<file path="src/rtl/branch_pkg.sv">
// Shared types and pure helpers for the branch resolution unit.
// PC_W here is the width the compare helpers operate on; the top's PC_W must match it.
package branch_pkg;

    localparam int PC_W = 11;

    typedef enum logic {
        RUN   = 1'b0,
        FLUSH = 1'b1
    } bru_state_e;

    function automatic logic is_mispredict(
        input logic            pred_taken,
        input logic [PC_W-1:0] pred_target,
        input logic            actual_taken,
        input logic [PC_W-1:0] actual_target
    );
        return (pred_taken != actual_taken) ||
               (actual_taken && (pred_target != actual_target));
    endfunction

    // Fall-through wraps naturally at 2^PC_W.
    function automatic logic [PC_W-1:0] correct_pc(
        input logic [PC_W-1:0] pc,
        input logic            actual_taken,
        input logic [PC_W-1:0] actual_target
    );
        return actual_taken ? actual_target : pc + PC_W'(1);
    endfunction

endpackage

</file>
<file path="src/rtl/branch_compare.sv">
// Per-slot combinational resolve: flags a mispredict and forms the correct next PC.
module branch_compare
    import branch_pkg::*;
(
    input  logic            valid,
    input  logic [PC_W-1:0] pc,
    input  logic            pred_taken,
    input  logic [PC_W-1:0] pred_target,
    input  logic            actual_taken,
    input  logic [PC_W-1:0] actual_target,
    output logic            mispredict,
    output logic [PC_W-1:0] correctPC
);

    assign mispredict = valid && is_mispredict(pred_taken, pred_target, actual_taken, actual_target);
    assign correctPC  = correct_pc(pc, actual_taken, actual_target);

endmodule

</file>
<file path="src/rtl/branch_resolution_unit.sv">
// Memory-stage branch resolution: predictor update strobes, fetch redirect,
// wrong-path flush window and saturating branch/mispredict statistics.
module branch_resolution_unit #(
    parameter int PC_W         = branch_pkg::PC_W,
    parameter int FLUSH_CYCLES = 2,
    parameter int CNT_W        = 16
) (
    input  logic             clk,
    input  logic             reset,
    input  logic             stall,
    input  logic             valid1,
    input  logic             valid2,
    input  logic [PC_W-1:0]  pcE1,
    input  logic [PC_W-1:0]  pcE2,
    input  logic             actualTaken1,
    input  logic             actualTaken2,
    input  logic [PC_W-1:0]  actualTarget1,
    input  logic [PC_W-1:0]  actualTarget2,
    input  logic             predTaken1,
    input  logic             predTaken2,
    input  logic [PC_W-1:0]  predTarget1,
    input  logic [PC_W-1:0]  predTarget2,
    output logic             branch1,
    output logic             branch2,
    output logic             branch_taken1,
    output logic             branch_taken2,
    output logic [PC_W-1:0]  pcM1,
    output logic [PC_W-1:0]  pcM2,
    output logic [PC_W-1:0]  targetM1,
    output logic [PC_W-1:0]  targetM2,
    output logic             redirect,
    output logic [PC_W-1:0]  redirectPC,
    output logic             flush,
    output logic [CNT_W-1:0] branchCount,
    output logic [CNT_W-1:0] mispredCount
);
    import branch_pkg::*;

    function automatic logic [CNT_W-1:0] sat_add(
        input logic [CNT_W-1:0] a,
        input logic [1:0]       inc
    );
        logic [CNT_W:0] sum;
        sum = {1'b0, a} + {{(CNT_W-1){1'b0}}, inc};
        return sum[CNT_W] ? '1 : sum[CNT_W-1:0];
    endfunction

    logic            mis1, mis2;
    logic [PC_W-1:0] cpc1, cpc2;

    branch_compare u_cmp1 (
        .valid         (valid1),
        .pc            (pcE1),
        .pred_taken    (predTaken1),
        .pred_target   (predTarget1),
        .actual_taken  (actualTaken1),
        .actual_target (actualTarget1),
        .mispredict    (mis1),
        .correctPC     (cpc1)
    );

    branch_compare u_cmp2 (
        .valid         (valid2),
        .pc            (pcE2),
        .pred_taken    (predTaken2),
        .pred_target   (predTarget2),
        .actual_taken  (actualTaken2),
        .actual_target (actualTarget2),
        .mispredict    (mis2),
        .correctPC     (cpc2)
    );

    bru_state_e       state_q, state_d;
    logic [3:0]       flush_cnt_q, flush_cnt_d;
    logic             branch1_q, branch1_d, branch2_q, branch2_d;
    logic             branch_taken1_q, branch_taken1_d, branch_taken2_q, branch_taken2_d;
    logic [PC_W-1:0]  pc_m1_q, pc_m1_d, pc_m2_q, pc_m2_d;
    logic [PC_W-1:0]  target_m1_q, target_m1_d, target_m2_q, target_m2_d;
    logic             redirect_q, redirect_d;
    logic [PC_W-1:0]  redirect_pc_q, redirect_pc_d;
    logic             flush_q, flush_d;
    logic [CNT_W-1:0] branch_count_q, branch_count_d;
    logic [CNT_W-1:0] mispred_count_q, mispred_count_d;

    logic accept, upd1, upd2, take_mis1, mis_any;
    logic [1:0] n_upd;

    always_comb begin
        accept    = !stall && (state_q == RUN);
        upd1      = accept && valid1;
        // A mispredicting slot 1 makes slot 2 wrong-path.
        upd2      = accept && valid2 && !mis1;
        take_mis1 = upd1 && mis1;
        mis_any   = take_mis1 || (upd2 && mis2);
        n_upd     = 2'(upd1) + 2'(upd2);

        state_d         = state_q;
        flush_cnt_d     = flush_cnt_q;
        branch1_d       = 1'b0;
        branch2_d       = 1'b0;
        branch_taken1_d = branch_taken1_q;
        branch_taken2_d = branch_taken2_q;
        pc_m1_d         = pc_m1_q;
        pc_m2_d         = pc_m2_q;
        target_m1_d     = target_m1_q;
        target_m2_d     = target_m2_q;
        redirect_d      = 1'b0;
        redirect_pc_d   = redirect_pc_q;
        flush_d         = flush_q;
        branch_count_d  = sat_add(branch_count_q, n_upd);
        mispred_count_d = sat_add(mispred_count_q, 2'(mis_any));

        if (upd1) begin
            branch1_d       = 1'b1;
            branch_taken1_d = actualTaken1;
            pc_m1_d         = pcE1;
            target_m1_d     = actualTarget1;
        end
        if (upd2) begin
            branch2_d       = 1'b1;
            branch_taken2_d = actualTaken2;
            pc_m2_d         = pcE2;
            target_m2_d     = actualTarget2;
        end

        if (mis_any) begin
            redirect_d    = 1'b1;
            redirect_pc_d = take_mis1 ? cpc1 : cpc2;
            state_d       = FLUSH;
            flush_d       = 1'b1;
            flush_cnt_d   = 4'(FLUSH_CYCLES - 1);
        end

        // The flush window only advances on non-stalled cycles.
        if (!stall && (state_q == FLUSH)) begin
            if (flush_cnt_q == 4'd0) begin
                state_d = RUN;
                flush_d = 1'b0;
            end else begin
                flush_cnt_d = flush_cnt_q - 4'd1;
            end
        end
    end

    always_ff @(posedge clk) begin
        if (!reset) begin
            state_q         <= RUN;
            flush_cnt_q     <= '0;
            branch1_q       <= 1'b0;
            branch2_q       <= 1'b0;
            branch_taken1_q <= 1'b0;
            branch_taken2_q <= 1'b0;
            pc_m1_q         <= '0;
            pc_m2_q         <= '0;
            target_m1_q     <= '0;
            target_m2_q     <= '0;
            redirect_q      <= 1'b0;
            redirect_pc_q   <= '0;
            flush_q         <= 1'b0;
            branch_count_q  <= '0;
            mispred_count_q <= '0;
        end else begin
            state_q         <= state_d;
            flush_cnt_q     <= flush_cnt_d;
            branch1_q       <= branch1_d;
            branch2_q       <= branch2_d;
            branch_taken1_q <= branch_taken1_d;
            branch_taken2_q <= branch_taken2_d;
            pc_m1_q         <= pc_m1_d;
            pc_m2_q         <= pc_m2_d;
            target_m1_q     <= target_m1_d;
            target_m2_q     <= target_m2_d;
            redirect_q      <= redirect_d;
            redirect_pc_q   <= redirect_pc_d;
            flush_q         <= flush_d;
            branch_count_q  <= branch_count_d;
            mispred_count_q <= mispred_count_d;
        end
    end

    assign branch1       = branch1_q;
    assign branch2       = branch2_q;
    assign branch_taken1 = branch_taken1_q;
    assign branch_taken2 = branch_taken2_q;
    assign pcM1          = pc_m1_q;
    assign pcM2          = pc_m2_q;
    assign targetM1      = target_m1_q;
    assign targetM2      = target_m2_q;
    assign redirect      = redirect_q;
    assign redirectPC    = redirect_pc_q;
    assign flush         = flush_q;
    assign branchCount   = branch_count_q;
    assign mispredCount  = mispred_count_q;

endmodule

</file>
<file path="config.mk">
export PLATFORM = sky130hd
export DESIGN_NAME = branch_resolution_unit
export DESIGN_NICKNAME = d
export VERILOG_FILES = /design/src/rtl/branch_pkg.sv /design/src/rtl/branch_compare.sv /design/src/rtl/branch_resolution_unit.sv
export SDC_FILE = /design/constraint.sdc
export NUM_CORES = 1
export LEC_CHECK = 0
export CORE_MARGIN = 2
export CORE_UTILIZATION = 45
export DETAILED_ROUTE_END_ITERATION = 10
export PLACE_DENSITY = 0.92
export SLEW_MARGIN = 20
export SYNTH_ARGS = -nofsm -noshare
export SYNTH_HDL_FRONTEND = slang
export SYNTH_SLANG_ARGS = --single-unit
</file>
<file path="constraint.sdc">
create_clock -name clk -period 3.9 [get_ports clk]
set_input_delay 0.78 -clock clk [delete_from_list [all_inputs] [get_ports clk]]
set_output_delay 0.78 -clock clk [all_outputs]
set_load 0.02 [all_outputs]
</file>
==> run_results.csv, run 1 <==
group,metric,value,unit
global_route,grt_pass1_wl,22700,um
final_layout,drive_gt1_share,7.90,%
power,p_leak,2.64,nW
synthesis,ys.warnings.count,0,
sta,max_freq,0.279,GHz
placement,placed_area,0.00654,mm2
worst_setup_path,end_kind,"flip-flop",
floorplan,coreArea,0.0102,mm2
power,p_int,0.00158,W
power,pwr-share-seq,48.3,%
placement,hpwl,10600,um
synthesis,avgSynthCellArea,8.76,um2
sta,tightest_slew,553,ps
floorplan,core.rowCount,37,
clock_tree,clock_latency,370,ps
floorplan,die_area,0.0112,mm2
clock_tree,path_clk_slew,110,ps
final_layout,design_area,0.00675,mm2
clock_tree,cts_buffer_depth,2,
sta,finClkSkew,9.63,ps
hold_path,min_path_type,"reg2reg",
floorplan,start_util,45.9,%
synthesis,ys_types,57,
synthesis,ys.flop_type,"dfxtp_1",
global_route,grt_usage,25.0,%
clock_tree,root_buffer,"clkbuf_8",
sta,relSlewSlack,63.0,%
clock_tree,cts_tree,"done",
sta,fin_crit_sh,92.0,%
clock_tree,postCtsHoldBufs,0,
synthesis,synthArstFlopShare,0,%
power,p_sw,0.000645,W
global_route,grt_pass1_vias,4708,
floorplan,ioPinCount,168,
synthesis,syn_area,0.00467,mm2
clock_tree,clock-sinks,98,
power,combPwrFrac,20.9,%
worst_setup_path,path_class,"in2reg",
global_route,grt-ovfl-total,0,
routing,firstDrtPassIters,6,
routing,totalWireLength,13900,um
routing,drtIter0Drc,373,
synthesis,syn_nets,615,
final_layout,diodes,0,
global_route,grt_start_max_net_pins,41,
placement,gp_congestion,0.847,
floorplan,die_y,106,um
routing,viasPerCell,5.46,
power,swShare,29.0,%
power,clockPowerShare,30.8,%
synthesis,synth_cells,533,
clock_tree,postCtsSetupBuffers,0,
worst_setup_path,max_stage_delay,470,ps
routing,avgRoutedWirePerCell,16.4,um
final_layout,final_util,66.3,%
synthesis,ys_ff_latch,98,
final_layout,nets,786,
floorplan,die_w,106,um
sta,rsz0062_at_grt,"false",
final_layout,area_delta_synth_final,44.6,%
worst_setup_path,critical_path.top_delay_family,"simple AND/OR/NAND/NOR gates",
sta,finalSetupTns,0,ps
run,maxCapViolCount,0,
sta,drv_slew,0,
placement,io_buffers,167,
worst_setup_path,critical_path_required,4200,ps
power,power.total,0.00222,W
worst_setup_path,cp_cell_sequence,"clkdlybuf4s50_1, xor2_1, nor4_1, and3_4, o211ai_4, fa_1, inv_1, ha_1, and3_1, and3_1, and2b_1, nand3_1, buf_4, a21oi_1",
power,power.density,329,mW/mm2
routing,vias,4614,
clock_tree,htree_levels,3,
worst_setup_path,critPathArrivalTime,3890,ps
clock_tree,cts_buffers,9,
routing,drtAntennaViolNets,0,
global_route,antenna_found_initial,0,
worst_setup_path,cp-start-kind,"input pin",
status,status,"completed",
synthesis,synth_edf_count,0,
worst_setup_path,cp_common_cell,"and3_1",
worst_setup_path,critPathBufInv,3,
worst_setup_path,critPathMaxFanout,8,
sta,fin_crit,3590,ps
routing,drc_errors,0,
sta,finalSetupViolations,0,
final_layout,nFillCells,805,
worst_setup_path,slowest_stage,"clkdlybuf4s50_1",
synthesis,yosysSeqAreaShare,42.0,%
power,ir_drop,0.199,mV
sta,hold_viol_final,0,
[kinds of logic (layout without fill, tap and decap cells)]
logic type	Yosys count	count (layout)	share of synthesized area, %
AO/OA/AOI/OAI	102	102	13.6
XOR/XNOR	58	58	10.9
adder cells (fa/ha/maj)	7	7	2.04
buffers and inverters	38	214	3.43
flip-flops	98	98	42.0
multiplexers	35	35	7.63
AND/OR/NAND/NOR	195	195	20.5
[power groups by stage]
stage / combinational [W] / sequential [W] / clock (W)
2_1_floorplan: 0.000172 / 0.00114 / 0
3_3_place_gp: 0.000448 / 0.00109 / 0
3_5_place_dp: 0.000459 / 0.00110 / 0
4_1_cts: 0.000463 / 0.00107 / 0.000694
5_1_grt: 0.000495 / 0.00108 / 0.000738
6_report: 0.000465 / 0.00107 / 0.000685
[worst reg2reg max path, delay by kind of cell, from the launching register on]
family,cells,cell delay [ps]
fa+ha+maj,1,190
compound gates,2,410
simple gates,8,1640
flops,1,390
buf+inv,1,70
[metal layers]
metal,share of wire [%],track usage (%),vias up
met1,41,29.9,2197
met5,0,0,-
met3,6.2,5.07,30
met2,50,44.1,182
li1,-,-,2205
met4,2.3,9.40,0
[placed cells by master (no fill, tap or decap), types with 3 or more instances in the layout]
cell             netlist  final
nor4_1                 6      5
nand2_1               72     72
clkbuf_8               0      9
nor3_1                19     19
nor2_1                38     38
mux2_2                 5      5
inv_2                  3      3
ha_1                   6      6
nand3_1               12     12
dfxtp_1               98     98
and4_1                 3      3
o211ai_1               3      3
a21oi_1               54     54
xnor2_1               15     15
nand4_1               11     11
nand2b_1               6      6
xor2_1                43     43
o21ai_0               13     13
inv_1                  9      9
buf_4                  3     19
clkdlybuf4s50_1        0    167
a211oi_1               5      5
mux2i_1               30     30
or2_2                  3      3
and3_1                 9      9
a31oi_1                6      6
[cells in the mapped netlist (all sizes together) (5+ instances only)]
master | n | area [um2]
a21oi | 54 | 270
o21ai | 14 | 70.1
xnor2 | 15 | 131
xor2 | 43 | 377
dfxtp | 98 | 1960
nand2 | 73 | 277
nor3 | 19 | 95.1
clkbuf | 18 | 67.6
mux2i | 30 | 300
nand3 | 12 | 60.1
a31oi | 6 | 37.5
ha | 6 | 75.1
buf | 8 | 47.5
mux2 | 5 | 56.3
inv | 12 | 45.0
nor2 | 40 | 155
nor4 | 7 | 58.8
and3 | 10 | 67.6
nand2b | 6 | 37.5
a211oi | 6 | 50.1
nand4 | 11 | 68.8
[sequential cells by signal, indices dropped and copies added, names as in the netlist, 4 cells and up]
register / flops
redirectPC: 11
pcM1: 11
targetM2: 11
targetM1: 11
flush_cnt_q: 4
pcM2: 11
branchCount: 16
mispredCount: 16
[path summary, 6_finish.rpt]
kind	startpoint	to	slack, ps	cells after the start
max reg2reg	state_q	mispredCount[10]	1130	12
max	actualTarget1[2]	branchCount[11]	310	14
min reg2reg	targetM1[10]	targetM1[10]	470	2
min	targetM1[10]	targetM1[10]	470	2
[timing repair]
action / in CTS / in global routing
resized for setup: 0 / 1
endpoints found under the setup margin: 0 / 1
endpoints found under the hold margin: 0 / 0
[cell type report]
| type | count | area, um2 | share of cell area (%) |
|---|---|---|---|
| clock buffers | 9 | 124 | 1.83 |
| clock inverters | 7 | 83.8 | 1.24 |
| inverters | 12 | 45.0 | 0.667 |
| multi-input cells | 397 | 2550 | 37.8 |
| flip-flops and latches | 98 | 1960 | 29.0 |
| well taps | 136 | 170 | 2.52 |
| repair buffers | 186 | 1810 | 26.9 |
[per-stage QoR]
| stage | hold slack, ps | setup slack, ps | instances |
|---|---|---|---|
| CTS | 468 | 287 | 845 |
| floorplan | 473 | 363 | 533 |
| global placement | 446 | 66.1 | 829 |
| finish | 466 | 311 | 845 |
| global route | 492 | 9.88 | 845 |
| detailed placement | 453 | -72.7 | 829 |
Note: power is estimated with default switching activity, not from simulation.
==> run 2: changes to the inputs <==
Clock period 3.9 ns to 4.09 ns, I/O delays scaled along.
==> run 2 against run 1 <==
Wire length decreased by 0.84%. Die area is the same. Hold slack worse by 8.7 ps. Worst setup slack got worse by 4.1 ps. Count of clock-buffer cells in the layout grew 1. Total power shrank 8.9%. Via count grew 0.22%. Non-clock buffer count down 9. Global-route usage is 0.50 points lower. Sequential cell count is the same. Critical endpoint is now branchCount[13].
==> run_results.csv, run 2 (synthesis results as in run 1) <==
group,metric,value,unit
power,pwr-share-seq,50.5,%
routing,drtAntennaViolNets,0,
run,maxCapViolCount,0,
sta,setup_ws,307,ps
worst_setup_path,critPathMaxFanout,6,
routing,avgRoutedWirePerCell,16.4,um
routing,drc_errors,0,
floorplan,coreArea,0.0102,mm2
final_layout,final_cells,836,
global_route,antenna_found_initial,0,
power,p_int,0.00143,W
clock_tree,clock_latency,360,ps
sta,finalSetupViolations,0,
status,status,"completed",
worst_setup_path,critPathArrivalTime,4080,ps
floorplan,ioPinCount,168,
final_layout,diodes,0,
clock_tree,cts_buffers,9,
clock_tree,cts_buffer_depth,2,
floorplan,core.rowCount,37,
clock_tree,clock-sinks,98,
clock_tree,htree_levels,3,
floorplan,die_area,0.0112,mm2
power,ir_drop,0.154,mV
final_layout,area_delta_synth_final,42.2,%
clock_tree,cts_tree,"done",
global_route,grt_pass1_vias,4530,
power,swShare,29.4,%
sta,max_freq,0.264,GHz
worst_setup_path,cp_cell_sequence,"clkdlybuf4s50_1, xor2_1, nor4_1, and3_4, o211ai_4, fa_1, inv_1, ha_1, and3_1, and3_1, and2b_1, nand3_1, buf_4, a21oi_1",
placement,io_buffers,167,
clock_tree,cts_resized,0,
placement,hpwl,10500,um
final_layout,drive_gt1_share,6.43,%
worst_setup_path,slowest_stage,"clkdlybuf4s50_1",
clock_tree,path_clk_slew,100,ps
final_layout,layout_common_cells,"167 x clkdlybuf4s50_1, 98 x dfxtp_1, 72 x nand2_1",
sta,tightest_slew,676,ps
power,clockPowerShare,28.0,%
global_route,grt_start_max_net_pins,44,
placement,gp_congestion,0.911,
floorplan,die_w,106,um
floorplan,start_util,45.9,%
routing,viasPerCell,5.53,
worst_setup_path,path_class,"in2reg",
worst_setup_path,cp-start-kind,"input pin",
sta,drv_slew,0,
power,p_sw,0.000596,W
worst_setup_path,end_kind,"flip-flop",
hold_path,min_path_type,"reg2reg",
sta,rsz0062_at_grt,"false",
sta,finClkSkew,9.33,ps
placement,dp_cells,820,
final_layout,multi_input_area,0.00255,mm2
worst_setup_path,max_stage_delay,470,ps
placement,pre_cts_ws,-39.0,ps
final_layout,design_area,0.00664,mm2
sta,relSlewSlack,54.8,%
global_route,grt_usage,24.5,%
global_route,grt_pass1_wl,22000,um
final_layout,final_common_cell,"clkdlybuf4s50_1",
power,combPwrFrac,21.5,%
worst_setup_path,cp_common_cell,"and3_1",
worst_setup_path,critical_path_required,4380,ps
power,power.density,305,mW/mm2
final_layout,nets,777,
sta,fin_crit_sh,92.5,%
final_layout,nFillCells,809,
sta,finalSetupTns,0,ps
routing,drtIter0Drc,286,
routing,totalWireLength,13700,um
final_layout,regArea,0.00196,mm2
power,p_leak,2.58,nW
clock_tree,postCtsSetupBuffers,0,
floorplan,die_y,106,um
global_route,grt-ovfl-total,0,
routing,firstDrtPassIters,6,
sta,fin_crit,3780,ps
clock_tree,postCtsHoldBufs,0,
placement,placed_area,0.00647,mm2
routing,vias,4624,
clock_tree,root_buffer,"clkbuf_8",
sta,hold_viol_final,0,
run 2: cell count changes in the layout (fill, tap and decap cells not counted), sizes merged:
cell and delta:
clkinvlp -1, clkbuf +1, bufinv -1, clkinv +2, inv -1, buf -9
run 2: critical path, delay by kind of cell:
kind	cells	cell delay, ps
simple gates	6	1540
buf+inv	3	730
fa+ha+maj	2	570
compound gates	2	220
xor+xnor	1	190
run 2: layout make-up:
| cell class | instances | area share, % |
|---|---|---|
| Clock buffer | 10 | 1.92 |
| Clock inverter | 6 | 0.622 |
| Inverter | 12 | 0.678 |
| Multi-Input combinational cell | 397 | 38.4 |
| Sequential cell | 98 | 29.5 |
| Tap cell | 136 | 2.56 |
| Timing Repair Buffer | 177 | 26.3 |
run 2: through the flow:
step	total power, W	hold WS [ps]	utilization [%]
final	0.00203	458	65.2
after global routing	0.00211	491	65.2
after CTS	0.00204	459	65.2
after detailed placement	0.00148	446	63.6
after global placement	0.00146	444	63.6
after floorplan	0.00125	473	-
run 2: final timing paths:
check | from | endpoint | slack, ps | cells past startpoint
worst max-delay path | actualTarget1[1] | branchCount[13] | 310 | 14
worst min-delay path | pcM1[5] | pcM1[5] | 460 | 2
worst max register to register | state_q | mispredCount[0] | 1250 | 12
worst min register to register | pcM1[5] | pcM1[5] | 460 | 2
run 2: power by group through the flow:
stage | clock network, W | registers (W) | logic (W)
after global routing | 0.000615 | 0.00103 | 0.000465
after CTS | 0.000577 | 0.00102 | 0.000435
after detailed placement | 0 | 0.00105 | 0.000431
after global placement | 0 | 0.00104 | 0.000419
final | 0.000568 | 0.00102 | 0.000436
after floorplan | 0 | 0.00109 | 0.000164
run 2: routing by layer:
layer,wire length (um),global-route usage [%],vias to the layer above
li1,-,-,2188
met1,5640,29.7,2181
met2,6790,42.5,215
met3,915,5.26,40
met4,387,9.12,0
met5,0,0,-
==> run 3: changes to the inputs <==
Settings changed: SLEW_MARGIN 20 to 0.
==> results of run 3 <==
Final layout, timing and power as in run 2 (identical DEF).
